===== src/rtl/product_accumulator.sv =====
// Saturating multiply-accumulate stage: sums TERMS unsigned 8-bit products
// taken over a valid/ready handshake and strobes the result for one cycle.
module product_accumulator #(
  parameter int ACC_W = 12,
  parameter int TERMS = 4
) (
  input  logic             clk,
  input  logic             rst_n,
  input  logic             start_i,
  input  logic             in_valid_i,
  output logic             in_ready_o,
  input  logic [3:0]       product_low_i,
  input  logic [3:0]       product_high_i,
  output logic [ACC_W-1:0] acc_o,
  output logic             acc_valid_o,
  output logic             overflow_o,
  output logic             busy_o,
  output logic [3:0]       term_count_o
);

  typedef enum logic [1:0] {
    IDLE  = 2'd0,
    ACCUM = 2'd1,
    DONE  = 2'd2
  } state_t;

  localparam logic [3:0]       LAST    = 4'(TERMS - 1);
  localparam logic [ACC_W-1:0] ACC_MAX = '1;

  state_t           state_q, state_d;
  logic [ACC_W-1:0] acc_q, acc_d;
  logic             ovf_q, ovf_d;
  logic [3:0]       cnt_q, cnt_d;

  logic [7:0]       prod;
  logic [ACC_W:0]   prod_ext;
  logic [ACC_W:0]   sum;

  assign prod     = {product_high_i, product_low_i};
  assign prod_ext = {{(ACC_W - 7){1'b0}}, prod};
  // One guard bit suffices: acc <= 2^ACC_W-1 and p <= 255 < 2^ACC_W.
  assign sum      = {1'b0, acc_q} + prod_ext;

  always_comb begin
    state_d = state_q;
    acc_d   = acc_q;
    ovf_d   = ovf_q;
    cnt_d   = cnt_q;
    unique case (state_q)
      IDLE: begin
        if (start_i) begin
          state_d = ACCUM;
          acc_d   = '0;
          ovf_d   = 1'b0;
          cnt_d   = '0;
        end
      end
      ACCUM: begin
        if (in_valid_i) begin
          if (sum[ACC_W]) begin
            acc_d = ACC_MAX;
            ovf_d = 1'b1;
          end else begin
            acc_d = sum[ACC_W-1:0];
          end
          cnt_d = cnt_q + 4'd1;
          if (cnt_q == LAST) state_d = DONE;
        end
      end
      DONE:    state_d = IDLE;
      default: state_d = IDLE;
    endcase
  end

  always_ff @(posedge clk or negedge rst_n) begin
    if (!rst_n) begin
      state_q <= IDLE;
      acc_q   <= '0;
      ovf_q   <= 1'b0;
      cnt_q   <= '0;
    end else begin
      state_q <= state_d;
      acc_q   <= acc_d;
      ovf_q   <= ovf_d;
      cnt_q   <= cnt_d;
    end
  end

  // Handshake and strobe come from the registered state only.
  assign in_ready_o   = (state_q == ACCUM);
  assign acc_valid_o  = (state_q == DONE);
  assign busy_o       = (state_q != IDLE);
  assign acc_o        = acc_q;
  assign overflow_o   = ovf_q;
  assign term_count_o = cnt_q;

endmodule


===== config.mk =====
export PLATFORM = sky130hd
export DESIGN_NAME = product_accumulator
export DESIGN_NICKNAME = d
export VERILOG_FILES = /design/src/rtl/product_accumulator.sv
export SDC_FILE = /design/constraint.sdc
export NUM_CORES = 1
export LEC_CHECK = 0
export ABC_AREA = 0
export CORE_AREA = 2 2 53 55
export CTS_CLUSTER_SIZE = 40
export DETAILED_ROUTE_END_ITERATION = 10
export DIE_AREA = 0 0 55 57
export DONT_BUFFER_PORTS = 1
export PLACE_DENSITY = 0.6
export SYNTH_ARGS = -nofsm -noshare
export SYNTH_HDL_FRONTEND = slang
export SYNTH_SLANG_ARGS = --single-unit

===== constraint.sdc =====
create_clock -name clk -period 2.8 [get_ports clk]
set_clock_uncertainty 0.1 [all_clocks]
set_input_delay 0 -clock clk [delete_from_list [all_inputs] [get_ports clk]]
set_output_delay 0 -clock clk [all_outputs]
set_load 0.005 [all_outputs]

==> reports/metrics.cfg, run 1 <==
[run_status]
status=complete, but fails checks
failed_checks=hold timing

[synthesis]
async_reset_ff_share_pct=100
synth-main-ff-cell=dfrtp_1
synth-edff-count=0
syn_area_per_cell_um2=9.10
synth_cell_type_count=40
synth_warnings=0
yosysSeqAreaShare_pct=39.0
syn-cell-area_um2=1220
synth-seq-cells=19
syn_inst=134
synth_fp_nets=156

[route]
wirelength_mm=2.72
drt_iter0_drc=14
num_vias=1006
viasPerCell=5.95
first_pass_iters=4
drc=0
routedWlPerCell_um=16.1
final_antenna_net_count=0

[clock_network]
cts_tree=built
clockBufferDepth=2
clk_pin_slew_ns=0.12
ctsHoldBuffers=4
cts_buffers=3
cts_resized=0
h-tree-depth=1
post_cts.repair.setup_buffers=0
clock_sinks=19
clk_latency_ns=0.30
clockRootBuffer=clkbuf_4

[power_and_ir_drop]
p_per_area_nw_per_um2=998
p_leak_nw=0.601
vdd_drop_max_uv=533
total_power_mw=1.31

[worst_setup_path]
rr_startpoint=acc_o[0]
setup.worst_path.start_class=register
r2r_cells=7
cp.required_ns=2.88
cp_max_fo=3
cp_slowest_cell=fa_1
critPathMaxStageDelay_ns=0.43
arrival_ns=2.34
crit_start=acc_o[0]
critical_path_class=reg -> reg
path_cells=ha_1, fa_1, a211oi_1, o211a_1, nor2_1, nor3_1, a221oi_1
endpoint_kind=register

[sta]
finalSetupViolCount=0
fin_crit_sh_pct=80.9
tightest_slew_ns=0.888
slew_headroom_pct=40.6
fin_crit_ns=2.27
fmax_mhz=441
holdWs_ns=-0.00575
maxSlewViolCount=0
rsz0062_at_grt=no
fin_setup_tns_ns=0
finalHoldViolCount=2

[finish]
fill_cells=276
area_growth_pct=7.18
instances_no_fill=169
drive_gt1_share_pct=6.52
antenna_cells=0
fin_area_um2=1310
nNetsFinal=161

[placed_design]
io_buffers=0
gp_congestion=0.845
place_inst=161
dpl.hpwl_mm=1.98
place_area_um2=1240

[grt]
grt_use_total_pct=20.1
grt_pass1_vias=1012
grt_pass1_wl_mm=4.66
antenna_found_initial=0
grt_overflow=0
grt_max_degree=20

[hold_path]
hp-start=start_i
hold_depth=3
holdCritPathClass=in -> reg

[floorplan]
dieHeight_um=57
start_util_pct=46.7
coreArea_um2=2620
dieWidth_um=55
io_pins=32
fp-row-count=19
die_area_um2=3140

[flow_run]
max_cap_viol_count=0

-- power breakdown --
| part | switching [mW] | internal [mW] |
|---|---|---|
| registers | 0.123 | 0.374 |
| clock network | 0.0871 | 0.0531 |
| logic | 0.388 | 0.280 |
-- metrics by stage --
step | worst slack (ns) | util, %
global placement | 0.570 | 47.4
global route | 0.267 | 50.0
detailed placement | 0.528 | 47.4
finish | 0.534 | 50.0
floorplan | 0.695 | -
CTS | 0.519 | 50.0
-- layout by cell type, fill, tap and decap left out, types with 3 or more instances in the layout --
cell / count
o21ai_0: 9
nor3_1: 4
a21o_1: 3
clkbuf_4: 3
nor2_1: 12
dlygate4sd3_1: 4
xor2_1: 4
dfrtp_1: 19
inv_1: 3
ha_1: 9
o211ai_1: 5
nand2_1: 17
a21oi_1: 10
-- final timing paths --
kind	slack, ns	end
setup / recovery	0.53	acc_o[11]
hold / removal	-0.006	acc_o[8]
setup reg to reg	0.53	acc_o[11]
hold reg to reg	0.43	acc_o[2]
max in group asynchronous	1.89	term_count_o[0]
min in group asynchronous	0.16	acc_o[7]
-- per-layer routing --
layer  wire length (µm)  track usage [%]  share of wire [%]
met1               1300             29.3                 48
met2               1240             30.3                 46
met3                152             4.45                5.6
met4                 22             5.23               0.81
met5                  0                0                  0
-- kinds of logic after synthesis --
family | synth area share [%]
AOI/OAI and AO/OA | 23.6
muxes | 0.821
buffers and inverters | 2.46
and+or+nand+nor | 19.0
adders and majority gates | 10.9
DFF | 39.0
xor gates and xnor gates | 4.31
-- sequential cells by signal, summed over array words and instances (netlist names) --
register	count
acc_o	12
overflow_o	1
state_q	2
term_count_o	4
-- critical path: cells and delay by family, from the launching register on --
| family | cells | cell delay [ns] |
|---|---|---|
| DFF | 1 | 0.42 |
| and+or+nand+nor | 2 | 0.30 |
| adders and majority gates | 2 | 0.65 |
| AOI/OAI and AO/OA | 3 | 0.68 |
-- layout make-up --
class                   instances  area (µm²)  area share [%]
clock buffers                   3        22.5            1.72
clock inverters                 1        5.00           0.383
inverters                       3        11.3           0.861
multi-input cells             108         714            54.6
flip-flops and latches         19         475            36.4
well taps                      31        38.8            2.97
repair buffers                  4        40.0            3.06
-- cell usage after synthesis (2+ instances only) --
cell type | count | area (µm²)
a22oi_1 | 2 | 15.0
xor2_1 | 4 | 35.0
dfrtp_1 | 19 | 475
a21o_1 | 3 | 22.5
a31oi_1 | 2 | 12.5
xnor2_1 | 2 | 17.5
o21ai_0 | 9 | 45.0
or2_2 | 2 | 12.5
inv_1 | 3 | 11.3
nand4_1 | 2 | 12.5
a21oi_1 | 10 | 50.1
a211oi_1 | 2 | 15.0
nand3_1 | 2 | 10.0
nand2_1 | 17 | 63.8
o211ai_1 | 5 | 37.5
nor3_1 | 4 | 20.0
ha_1 | 9 | 113
nor2_1 | 12 | 45.0
o21a_1 | 2 | 15.0
buf_2 | 3 | 15.0
Power figures use the tool's default switching activity.
==> run 2: changes to the inputs <==
==> config.mk (replaced) <==
export PLATFORM = sky130hd
export DESIGN_NAME = product_accumulator
export DESIGN_NICKNAME = d
export VERILOG_FILES = /design/src/rtl/product_accumulator.sv
export SDC_FILE = /design/constraint.sdc
export NUM_CORES = 1
export LEC_CHECK = 0
export ABC_AREA = 1
export CORE_AREA = 2 2 56 58
export CTS_CLUSTER_SIZE = 40
export DETAILED_ROUTE_END_ITERATION = 10
export DIE_AREA = 0 0 58 60
export DONT_BUFFER_PORTS = 1
export PLACE_DENSITY = 0.59
export SYNTH_ARGS = -nofsm -noshare
export SYNTH_HDL_FRONTEND = slang
export SYNTH_SLANG_ARGS = --single-unit
==> constraint.sdc (replaced) <==
create_clock -name clk -period 2.2 [get_ports clk]
set_clock_uncertainty 0.1 [all_clocks]
set_input_delay 0 -clock clk [delete_from_list [all_inputs] [get_ports clk]]
set_output_delay 0 -clock clk [all_outputs]
set_load 0.005 [all_outputs]
==> run 2 against run 1 <==
  * The flow now finishes without violations
  * Combinational power increased by 34%
  * Hold slack improved by 0.026 ns
  * Worst setup slack got worse by 0.36 ns
  * Largest power group unchanged
==> reports/metrics.cfg, run 2 <==
[run_status]
status=completed

[synthesis]
syn_inst=194  ; +45%
synth_top_family_by_area=simple AND/OR/NAND/NOR gates
yosysTopAreaCell=dfrtp_1
yosys.area_share.simple_pct=34.8  ; +16 points
synth_cell_type_count=23  ; -43%
synth_top_area_share_pct=35.1  ; -3.9 points
synth-main-ff-cell=dfrtp_1
synthMuxAreaShare_pct=0  ; -0.82 points
syn-cell-area_um2=1350  ; +11%
async_reset_ff_share_pct=100  ; unchanged
synth_xor_area_share_pct=0.647  ; -3.7 points
synth-edff-count=0  ; unchanged
synth_compound_area_share_pct=8.87  ; -15 points
synth_warnings=0  ; unchanged
yosys.area_share.adder_pct=9.80  ; -1.1 points
syn_area_per_cell_um2=6.98  ; -23%
synthTopCellsByCount=nand2_1, inv_1, dfrtp_1
yosysSeqAreaShare_pct=35.1  ; -3.9 points
synth-seq-cells=19  ; unchanged
synth_fp_nets=216  ; +38%
synth_area_leaders=dfrtp_1, nand2_1, ha_1, inv_1, nand3_1
yosysMostFrequentCell=nand2_1

[grt]
grt_pass1_vias=1155  ; +14%
grt_max_degree=20  ; unchanged
grt_overflow=0  ; unchanged
grt_use_total_pct=19.3  ; -0.80 points
grt_pass1_wl_mm=5.11  ; +9.6%
antenna_found_initial=0  ; unchanged

[finish]
layout_common_cells=nand2_1, inv_1, dfrtp_1, nand3_1, nor2_1
drive_gt1_share_pct=8.37  ; +1.9 points
instances_no_fill=236  ; +40%
nNetsFinal=226  ; +40%
fin_area_um2=1480  ; +13%
final_common_cell=nand2_1
antenna_cells=0  ; unchanged
largest_reg_flops=12  ; unchanged
area_growth_pct=8.96

[sta]
finalSetupViolCount=0  ; unchanged
fin_crit_sh_pct=92.3  ; +11 points
finalHoldViolCount=0  ; -2
maxSlewViolCount=0  ; unchanged
slew_headroom_pct=42.1  ; +1.5 points
fin_crit_ns=2.03  ; -0.236 ns
tightest_slew_ns=0.865  ; -0.0225 ns
fmax_mhz=492  ; +12%
fin_setup_tns_ns=0  ; unchanged
rsz0062_at_grt=no

[worst_setup_path]
cp_slowest_cell=dfrtp_1
cp_max_fo=5  ; +2
arrival_ns=2.11  ; -0.23 ns
r2r_setup_slack_ns=0.17  ; -0.36 ns
critPathMaxStageDelay_ns=0.42  ; about the same
critical_path_class=reg -> reg
path_cells=ha_1, fa_1, nand3_1, nand3_2, nand2_2, nand2_2, nand3_2, buf_4, o211ai_1
setup.worst_path.start_class=register
endpoint_kind=register
cp.required_ns=2.28  ; -0.60 ns

[placed_design]
gp_congestion=0.872  ; +3.2%
dpl.hpwl_mm=2.36  ; +19%
io_buffers=0  ; unchanged
place_inst=226  ; +40%
place_area_um2=1390  ; +12%

[route]
routedWlPerCell_um=12.8  ; -21%
final_antenna_net_count=0  ; unchanged
first_pass_iters=4  ; unchanged
num_vias=1208  ; +20%
wirelength_mm=3.01  ; +11%
drt_iter0_drc=39  ; +25
viasPerCell=5.12  ; -14%
drc=0  ; unchanged

[floorplan]
dieWidth_um=58  ; +5.5%
coreArea_um2=2900  ; +11%
fp-row-count=20  ; +1
die_area_um2=3480  ; +11%
start_util_pct=46.6  ; about the same
io_pins=32  ; unchanged
dieHeight_um=60  ; +5.3%

[clock_network]
cts_resized=0  ; unchanged
clock_sinks=19  ; unchanged
clockRootBuffer=clkbuf_4
cts_tree=built
h-tree-depth=1  ; unchanged
cts_buffers=3  ; unchanged
clockBufferDepth=2  ; unchanged
post_cts.repair.setup_buffers=0  ; unchanged
clk_latency_ns=0.29  ; about the same
clk_pin_slew_ns=0.11  ; about the same

[flow_run]
max_cap_viol_count=0  ; unchanged

[power_and_ir_drop]
p_leak_nw=0.798  ; +33%
vdd_drop_max_uv=592  ; +11%
p_per_area_nw_per_um2=1170  ; +18%
total_power_mw=1.73  ; +33%

[hold_path]
holdCritPathClass=in -> reg

==> run 2: worst max-delay path, delay by kind of cell (launching register included) <==
| family | cells | cell delay, ns |
|---|---|---|
| compound gates | 1 | 0.08 |
| fa+ha+maj | 2 | 0.63 |
| buf+inv | 1 | 0.16 |
| flops | 1 | 0.42 |
| simple gates | 5 | 0.51 |
==> run 2: repair_timing <==
item,CTS,global route
endpoints found under the setup margin,0,0
endpoints found under the hold margin,30,0
hold buffers,6,0
==> run 2: per-layer routing <==
| layer | vias up | global-route usage, % | routed length, µm |
|---|---|---|---|
| met2 | 30 | 34.3 | 1470 |
| met1 | 542 | 24.2 | 1380 |
| met4 | 0 | 3.99 | 19 |
| met3 | 2 | 4.33 | 140 |
| met5 | - | 0 | 0 |
| li1 | 634 | - | - |
==> run 2: power by group <==
part	total, mW	internal (mW)	switching [mW]
Clock	0.178	0.0705	0.107
Combinational	0.897	0.332	0.566
Sequential	0.657	0.487	0.169
Total	1.73	0.889	0.843
==> run 2: layout make-up <==
cell class / count / area [µm²]
fill: 320 / 1430
multi-input combinational: 139 / 733
sequential: 19 / 475
inverter: 33 / 124
timing repair buffer: 8 / 75.1
tap: 33 / 41.3
clock buffer: 4 / 26.3
==> run 2: kinds of logic (layout without fill, tap and decap cells) <==
logic type	Yosys count	in the layout
AO/OA/AOI/OAI	20	20
flip-flops	19	19
XOR/XNOR	1	1
AND/OR/NAND/NOR	108	108
buffers and inverters	36	45
adder cells (fa/ha/maj)	10	10
==> run 2: through the flow <==
| step | setup slack, ns | hold WS [ns] | util (%) |
|---|---|---|---|
| finish | 0.169 | 0.0204 | 50.8 |
| global route | 0.0396 | 0.0653 | 50.8 |
| CTS | 0.166 | 0.0235 | 50.8 |
| detailed placement | 0.198 | -0.395 | 47.8 |
| global placement | 0.236 | -0.395 | 47.8 |
| floorplan | 0.331 | -0.396 | - |
==> run 2: final timing paths <==
check | from | cells after the start | to
worst max-delay path | acc_o[0] | 9 | acc_o[2]
worst min-delay path | product_high_i[3] | 4 | acc_o[7]
worst max register to register | acc_o[0] | 9 | acc_o[2]
worst min register to register | acc_o[0] | 2 | acc_o[0]
max in group asynchronous | rst_n | 1 | acc_o[0]
min in group asynchronous | rst_n | 1 | acc_o[7]
==> run 3: changes to the inputs <==
--- a/config.mk
+++ b/config.mk
@@ -11,6 +11,7 @@
 export DETAILED_ROUTE_END_ITERATION = 10
 export DIE_AREA = 0 0 58 60
 export DONT_BUFFER_PORTS = 1
+export MAX_ROUTING_LAYER = met4
 export PLACE_DENSITY = 0.59
 export SYNTH_ARGS = -nofsm -noshare
 export SYNTH_HDL_FRONTEND = slang
==> run 3 against run 2 <==
  * Utilization unchanged
  * Highest routed layer unchanged
  * Via count down 0.66%
  * Critical path depth stayed put
  * Clock power is essentially flat
  * Sequential share of layout area unchanged
  * Routed wire length is 0.20% lower
  * First-iteration DRC count decreased by 7.7%
  * Power barely moved
==> reports/metrics.cfg, run 3 (synthesis results as in run 2) <==
[placed_design]
gp_congestion=0.886  ; +1.6%
dpl.hpwl_mm=2.36  ; unchanged
place_area_um2=1390  ; unchanged
io_buffers=0  ; unchanged

[finish]
layout_common_cells=nand2_1, inv_1, dfrtp_1, nand3_1, nor2_1
nNetsFinal=226  ; unchanged
fin_area_um2=1480  ; unchanged
drive_gt1_share_pct=8.37  ; unchanged
area_growth_pct=8.96  ; unchanged
antenna_cells=0  ; unchanged
final_common_cell=nand2_1
largest_reg_flops=12  ; unchanged

[route]
first_pass_iters=4  ; unchanged
drc=0  ; unchanged
drt_iter0_drc=36  ; -7.7%
wirelength_mm=3.01  ; -0.20%
final_antenna_net_count=0  ; unchanged
num_vias=1200  ; -0.66%
routedWlPerCell_um=12.7  ; -0.20%
viasPerCell=5.08  ; -0.66%

[sta]
maxSlewViolCount=0  ; unchanged
fin_setup_tns_ns=0  ; unchanged
rsz0062_at_grt=no
fmax_mhz=492  ; about the same
slew_headroom_pct=42.1  ; about the same
holdWs_ns=0.0203  ; -0.000129 ns
tightest_slew_ns=0.865  ; -0.000248 ns
fin_crit_ns=2.03  ; +0.00203 ns
finalHoldViolCount=0  ; unchanged
finalSetupViolCount=0  ; unchanged
fin_crit_sh_pct=92.4  ; about the same

[worst_setup_path]
cp.required_ns=2.28  ; about the same
arrival_ns=2.11  ; about the same
rr_startpoint=acc_o[0]
cp_max_fo=5  ; unchanged
critical_path_class=reg -> reg
crit_start=acc_o[0]
endpoint_kind=register
setup.worst_path.start_class=register

[clock_network]
cts_resized=0  ; unchanged
cts_tree=built
cts_buffers=3  ; unchanged
clk_latency_ns=0.29  ; about the same
clock_sinks=19  ; unchanged
clockBufferDepth=2  ; unchanged
post_cts.repair.setup_buffers=0  ; unchanged
clk_pin_slew_ns=0.11  ; about the same
h-tree-depth=1  ; unchanged
clockRootBuffer=clkbuf_4

[grt]
antenna_found_initial=0  ; unchanged
grt_overflow=0  ; unchanged
grt_pass1_vias=1156  ; +0.087%
grt_pass1_wl_mm=5.11  ; unchanged
grt_use_total_pct=19.9  ; +0.58 points
grt_max_degree=20  ; unchanged

[floorplan]
coreArea_um2=2900  ; unchanged
fp-row-count=20  ; unchanged
dieWidth_um=58  ; unchanged
io_pins=32  ; unchanged
dieHeight_um=60  ; unchanged
die_area_um2=3480  ; unchanged
start_util_pct=46.6  ; unchanged

[power_and_ir_drop]
p_leak_nw=0.798  ; unchanged
p_per_area_nw_per_um2=1170  ; about the same
vdd_drop_max_uv=591  ; -0.22%

[flow_run]
max_cap_viol_count=0  ; unchanged

[hold_path]
hp-start=product_high_i[3]
holdCritPathClass=in -> reg

[run_status]
status=completed

==> run 3: cell counts in the layout (fill, tap and decap cells not counted) <==
No cell type changed its count.
==> run 3: final cells by class <==
class | instances | area (µm²)
Clock buffer | 4 | 26.3
Fill cell | 320 | 1430
Inverter | 33 | 124
Multi-Input combinational cell | 139 | 733
Sequential cell | 19 | 475
Tap cell | 33 | 41.3
Timing Repair Buffer | 8 | 75.1
==> run 3: final timing paths <==
kind,end,slack (ns),depth (start not counted)
setup / recovery,acc_o[2],0.17,9
hold / removal,acc_o[7],0.02,4
setup reg to reg,acc_o[2],0.17,9
hold reg to reg,acc_o[0],0.46,2
max in group asynchronous,acc_o[0],1.32,1
min in group asynchronous,acc_o[7],0.15,1
==> run 3: critical path, stage by stage (launching register included) <==
cell	delay, ns
dfrtp_1	0.42
ha_1	0.22
fa_1	0.41
nand3_1	0.14
nand3_2	0.10
nand2_2	0.07
nand2_2	0.08
nand3_2	0.12
buf_4	0.16
o211ai_1	0.09
==> run 3: repair_timing <==
| item | in CTS | in global routing |
|---|---|---|
| endpoints found under the setup margin | 0 | 0 |
| hold buffers | 6 | 0 |
| endpoints found under the hold margin | 30 | 0 |
==> run 3: metrics by stage <==
step / util (%) / total power [mW] / setup slack, ns / cells
global route: 50.8 / 1.93 / 0.0396 / 236
global placement: 47.8 / 1.54 / 0.236 / 226
finish: 50.8 / 1.73 / 0.167 / 236
detailed placement: 47.8 / 1.55 / 0.198 / 226
floorplan: - / 1.35 / 0.331 / 194
CTS: 50.8 / 1.76 / 0.166 / 236
==> run 3: power breakdown <==
group | internal, mW | switching (mW) | leakage [nW]
Clock | 0.0705 | 0.107 | 0.0150
Sequential | 0.487 | 0.169 | 0.243
Combinational | 0.331 | 0.566 | 0.540
Total | 0.889 | 0.842 | 0.798
==> run 3: per-layer routing <==
| layer | track usage, % | share of wire, % |
|---|---|---|
| met5 | - | 0 |
| met4 | 3.99 | 0.50 |
| met3 | 4.33 | 4.4 |
| met2 | 34.3 | 49 |
| met1 | 24.2 | 46 |
